==> src/rtl/whr_inject_ni.sv <==
// Wormhole router injection network interface.
// Turns a header request plus a stream of payload words into head/body flits
// on a registered channel, gated by a credit counter that mirrors the free
// space in the downstream router input buffer.
module whr_inject_ni #(
   parameter int buffer_size        = 8,
   parameter int addr_width         = 4,
   parameter int max_payload_length = 4,
   parameter int min_payload_length = 1,
   parameter int flit_data_width    = 64,
   localparam int payload_length_width = $clog2(max_payload_length - min_payload_length + 1),
   localparam int channel_width        = 1 + 2 + flit_data_width
) (
   input  logic                            clk,
   input  logic                            reset,
   input  logic                            pkt_valid,
   input  logic [addr_width-1:0]           pkt_dest,
   input  logic [payload_length_width-1:0] pkt_len,
   output logic                            pkt_ready,
   input  logic                            data_valid,
   input  logic [flit_data_width-1:0]      data_in,
   output logic                            data_ready,
   output logic [channel_width-1:0]        channel_out,
   input  logic                            flow_ctrl_in,
   output logic                            idle,
   output logic                            error
);

   localparam int CREDIT_W = $clog2(buffer_size + 1);
   localparam int REMAIN_W = $clog2(max_payload_length + 1);

   localparam logic [CREDIT_W-1:0] CREDIT_MAX = CREDIT_W'(buffer_size);
   localparam logic [REMAIN_W-1:0] LEN_BIAS   = REMAIN_W'(min_payload_length);
   localparam logic [REMAIN_W-1:0] LAST_FLIT  = REMAIN_W'(1);

   typedef enum logic [0:0] {
      ST_IDLE = 1'b0,
      ST_BODY = 1'b1
   } state_t;

   state_t                     state_q, state_d;
   logic [CREDIT_W-1:0]        credit_q, credit_d;
   logic [REMAIN_W-1:0]        remain_q, remain_d;
   logic [channel_width-1:0]   chan_q, chan_d;
   logic                       error_q, error_d;

   logic                       have_credit;
   logic                       flit_send;
   logic [flit_data_width-1:0] head_data;

   // A credit returned this cycle only becomes usable once it is registered.
   assign have_credit = (credit_q != '0);
   assign flit_send   = pkt_ready | data_ready;

   // Head flit payload: destination in the top bits, then the length code, rest zero.
   always_comb begin
      head_data = '0;
      head_data[flit_data_width-1 -: addr_width] = pkt_dest;
      head_data[flit_data_width-addr_width-1 -: payload_length_width] = pkt_len;
   end

   // Packet FSM: handshakes, next state and remaining payload count.
   always_comb begin
      state_d    = state_q;
      remain_d   = remain_q;
      pkt_ready  = 1'b0;
      data_ready = 1'b0;
      case (state_q)
         ST_IDLE: begin
            pkt_ready = pkt_valid & have_credit & ~reset;
            if (pkt_ready) begin
               state_d  = ST_BODY;
               remain_d = REMAIN_W'(pkt_len) + LEN_BIAS;
            end
         end
         ST_BODY: begin
            data_ready = data_valid & have_credit & ~reset;
            if (data_ready) begin
               remain_d = remain_q - 1'b1;
               if (remain_q == LAST_FLIT) begin
                  state_d = ST_IDLE;
               end
            end
         end
         default: begin
            state_d = ST_IDLE;
         end
      endcase
   end

   // Credit bookkeeping; a return into a full counter is flagged, not counted.
   always_comb begin
      credit_d = credit_q;
      error_d  = 1'b0;
      case ({flit_send, flow_ctrl_in})
         2'b10: credit_d = credit_q - 1'b1;
         2'b01: begin
            if (credit_q == CREDIT_MAX) begin
               error_d = 1'b1;
            end else begin
               credit_d = credit_q + 1'b1;
            end
         end
         default: credit_d = credit_q;
      endcase
   end

   // Next channel word: new flit when one is accepted, otherwise hold the data with valid low.
   always_comb begin
      chan_d    = chan_q;
      chan_d[0] = flit_send | (state_q == ST_BODY) | pkt_valid;
      chan_d[1] = 1'b0;
      chan_d[2] = 1'b0;
      if (pkt_ready) begin
         chan_d[1] = 1'b1;
         chan_d[2] = 1'b1;
         chan_d[channel_width-1:3] = head_data;
      end else if (data_ready) begin
         chan_d[1] = 1'b1;
         chan_d[channel_width-1:3] = data_in;
      end
   end

   // State registers; reset abandons any packet in flight and refills credits.
   always_ff @(posedge clk) begin
      if (reset) begin
         state_q  <= ST_IDLE;
         credit_q <= CREDIT_MAX;
         remain_q <= '0;
         chan_q   <= '0;
         error_q  <= 1'b0;
      end else begin
         state_q  <= state_d;
         credit_q <= credit_d;
         remain_q <= remain_d;
         chan_q   <= chan_d;
         error_q  <= error_d;
      end
   end

   assign channel_out = chan_q;
   assign error       = error_q;
   assign idle        = (state_q == ST_IDLE) && (credit_q == CREDIT_MAX);

endmodule

==> config.mk <==
export PLATFORM = sky130hd
export DESIGN_NAME = whr_inject_ni
export DESIGN_NICKNAME = d
export VERILOG_FILES = /design/src/rtl/whr_inject_ni.sv
export SDC_FILE = /design/constraint.sdc
export NUM_CORES = 1
export LEC_CHECK = 0
export BUFFER_PORTS_ARGS = -buffer_cell sky130_fd_sc_hd__buf_4
export CAP_MARGIN = 15
export CORE_MARGIN = 8
export CORE_UTILIZATION = 33
export DETAILED_ROUTE_END_ITERATION = 16
export REMOVE_ABC_BUFFERS = 1
export SYNTH_ARGS = -nofsm -noshare
export SYNTH_HDL_FRONTEND = slang
export SYNTH_SLANG_ARGS = --single-unit
==> constraint.sdc <==
create_clock -name clk -period 7 [get_ports clk]
set_input_delay 1.05 -clock clk [delete_from_list [all_inputs] [get_ports clk]]
set_output_delay 1.05 -clock clk [all_outputs]
set_load 0.1 [all_outputs]
* Word level (Yosys, flattened, before mapping) *
Cells that the tools add are included.

word-level totals
  flip-flop bits (word level) = 76
  logic and storage cells = 53
  bits of input ports = 75

operators by class
  equality and inequality tests = 7
  add/subtract/negate cells = 4
  reductions and logical operators = 8
  mux-type cells = 17
  bitwise gates (word level) = 10

operators by type and width
  kind                 count
  $mux 64              2
  $mux 1               9
  $pmux 4 s2           1
  $mux 3               2
  $pmux 3 s2           1
  $add 4x1->4 const B  1
  $and 1x1->1          4
  $eq 4x4->1 const B   1
  $mux 4               1
  $ne 2x2->1 const B   2
  $reduce_and 2->1     2
  $reduce_bool 2->1    2
  $reduce_bool 4->1    1
  $reduce_or 2->1      2
  $sub 4x1->4 const B  1
  $add 2x1->3 const B  1
  $eq 3x1->1 const B   1
  $not 1->1            3
  $or 1x1->1           3
  $sub 3x1->3 const B  1
  $eq 2x1->1 const B   1
  $eq 2x2->1 const B   1
  $ne 2x1->1 const B   1
  $pmux 1 s2           1
  $logic_and 1x1->1    1

* Longest topological paths before layout *
  depth after elaboration = 8
  gate-level depth with buffers = 12

* Worst setup path after synthesis *
Ideal clock, no wire load.

  kind = input -> output
  start = in pkt_valid
  end = out pkt_ready
  data arrival time = 2.570 ns
  path slack = 3.380 ns
  required time = 5.950 ns
  stages on the path = 3
  cell sequence = nor2b_1 -> buf_2 -> nor3b_2

between the ends
  longest elaborated chain between the ends = 3

RTL lines
  item                      line  RTL
  start: declaration        16    input logic pkt_valid,
  $and 1x1->1 (2 in a row)  70    pkt_ready = pkt_valid & have_credit & ~reset;
  $mux 1                    68    case (state_q)
  end: declaration          19    output logic pkt_ready,

Every way passes these cells.

* Final worst setup path *
  start = in reset
  end = out data_ready

between the ends
  longest elaborated chain between the ends = 3

RTL lines
  item                line  RTL
  start: declaration  15    input logic reset,
  $not 1->1           77    data_ready = data_valid & have_credit & ~reset;
  $and 1x1->1         77
  $mux 1              68
  end: declaration    22    output logic data_ready,

Every way passes these cells.

==> results.toml <==
[outcome]
status = "completed"

[logic_synthesis]
yosysTopAreaCellShare_pct = 48.1
yosysSeqAreaShare_pct = 48.1
yosysUniqueCellTypes = 45
synth_commonest_cells = "dfxtp_1 (76), nor2_1 (60), mux2i_1 (59)"
synth_area_leaders = "dfxtp_1 (48%), mux2i_1 (19%), nor2_1 (7.1%)"
synth-edff-count = 0
synth-seq-cells = 76
ys_warn_count = 0
synth_area_um2 = 3160
synth-main-ff-cell = "dfxtp_1"
syn_inst = 306
async_flop_share_pct = 0
synth_area_leader_cell = "dfxtp_1"
syn-mean-instance-area_um2 = 10.3
synth.most_common_cell = "dfxtp_1"

[timing]
relSlewSlack_pct = 32.9
fin_crit_ns = 3.75
hold_viol_final = 0
worst_pin_slew_ns = 1.01
setup_tns_ns = 0
final.setup.worst_slack_ns = 3.25
final_max_slew_viol_count = 0
fmaxAchievable_ghz = 0.267
setup_viol = 0
finalClockSkew_ns = 0.0101
rsz0062_at_grt = "false"
fin_crit_sh_pct = 53.6

[detailed_routing]
routed_wl_um = 8750
first_iter_violations = 212
drt-met1-wl_um = 3950
wl_per_cell_um = 15.3
drc_errors = 0
ant_nets = 0
first_pass_iters = 6
num_vias = 2642
vias_per_cell = 4.61
top_layer = "met4"
wl_met2_um = 3840
wl_met3_um = 898

[final_layout]
antennaDiodeCount = 0
fin_util_pct = 48.1
syn2layout_area_growth_pct = 41.2
instances_no_fill = 573
stdcell_area_um2 = 4470
nets = 519
drive_above_1_share_pct = 40.3

[floorplan]
die_h_um = 114
dieArea_um2 = 13000
start_util_pct = 34.1
core_um2 = 9280
rows = 35
die_x_um = 114
pin_count = 146

[worst_setup_path]
cp-end-kind = "output pin"
crit_required_ns = 5.95
cp_max_fo = 59
worst_setup_path_start_kind = "input pin"
critical_path_class = "in2out"
worstPathArrival_ns = 2.70

[global_routing]
grt_use_total_pct = 13.1
grt_first_pass_wirelength_um = 13700
grt.overflow.total = 0
grt_start_max_net_pins = 60
antenna_found_initial = 0
grt_pass1_vias = 2651

[power_and_ir_drop]
leakage_nw = 2.31
ir_worst_vdd_v = 0.000192
p_per_area_nw_per_um2 = 268

[placed_design]
dp_cells = 558
portBuffers = 145
place_congestion = 0.816
place_ws_ns = 3.27
dpl.hpwl_um = 6490
placed_area_um2 = 4250

[clock_network]
postCtsHoldBufs = 0
cts_resized = 0
cts_made_buffers = 9
clk_latency_ns = 0.34
clkTransAtPathRegs_ns = 0.07
cts_setup_buffers = 0
clk_path_buf_depth = 2
cts_tree = "yes"
htree_levels = 3
numClockSinks = 76
root_buffer = "clkbuf_8"

[job]
max-cap-violations = 0

[min_path]
hold_class = "reg2reg"
==> final timing paths <==
path	startpoint	depth (start not counted)	slack, ns	to
setup / recovery	reset	6	3.25	data_ready
hold / removal	remain_q[1]$_SDFFE_PP0P_	2	0.47	remain_q[1]$_SDFFE_PP0P_
setup reg to reg	state_q$_SDFF_PP0_	8	3.96	credit_q[2]$_SDFFE_PP0P_
hold reg to reg	remain_q[1]$_SDFFE_PP0P_	2	0.47	remain_q[1]$_SDFFE_PP0P_
==> cell usage in the layout (no fill, tap or decap), types with 2 or more instances in the layout <==
master and count:
clkinv_4 2, xnor2_1 3, nand4b_1 2, o211ai_1 2
nor2b_1 2, dfxtp_1 76, a22o_1 7, clkbuf_8 9
ha_1 4, inv_1 6, nor2_1 60, bufinv_16 2
o21ai_0 4, a22oi_1 6, a21oi_1 3, a211oi_1 2
nand2_1 11, or3_1 2, mux2i_1 59, nor3_1 3
nor2_4 10, buf_4 147
==> state kept, by name (all words and copies together), names as in the netlist <==
name         cells
state_q          1
credit_q         4
channel_out     67
remain_q         3
error            1
==> critical path, stage by stage <==
cell and delay, ns:
buf_4 0.21, inv_1 0.14, nand4b_1 0.12, buf_4 0.73
inv_1 0.09, buf_4 0.27
==> cells by family (layout without fill, tap and decap cells) <==
logic type | Yosys count | count (layout) | share of synthesized area (%)
AO/OA/AOI/OAI | 31 | 31 | 7.16
XOR/XNOR | 3 | 3 | 0.831
adder cells (fa/ha/maj) | 4 | 4 | 1.58
buffers and inverters | 31 | 169 | 6.41
flip-flops | 76 | 76 | 48.1
multiplexers | 60 | 60 | 19.0
AND/OR/NAND/NOR | 101 | 101 | 16.9
==> area by class of cell <==
type	instances	area, µm²
repair buffers	147	1100
inverters	7	26.3
fillers	881	4820
clock inverters	6	90.1
clock buffers	9	124
multi-input cells	199	1440
flip-flops and latches	76	1520
well taps	129	161
==> through the flow <==
step	hold WS [ns]	total power [mW]
2_1_floorplan	0.426	0.754
3_3_place_gp	0.443	0.844
3_5_place_dp	0.445	0.847
4_1_cts	0.469	1.21
5_1_grt	0.495	1.26
6_report	0.466	1.20
==> layer usage <==
| metal | track usage, % | vias up |
|---|---|---|
| met3 | 5.44 | 6 |
| met4 | 3.19 | 0 |
| met5 | 0 | - |
| li1 | - | 1313 |
| met2 | 20.1 | 115 |
| met1 | 16.6 | 1208 |
==> where the power goes <==
group | switching [mW] | internal [mW] | leakage [nW]
logic | 0.242 | 0.110 | 1.59
clock network | 0.162 | 0.199 | 0.105
registers | 0.0260 | 0.457 | 0.617
total | 0.430 | 0.766 | 2.31
No activity file was read; power rests on OpenSTA's default activity.
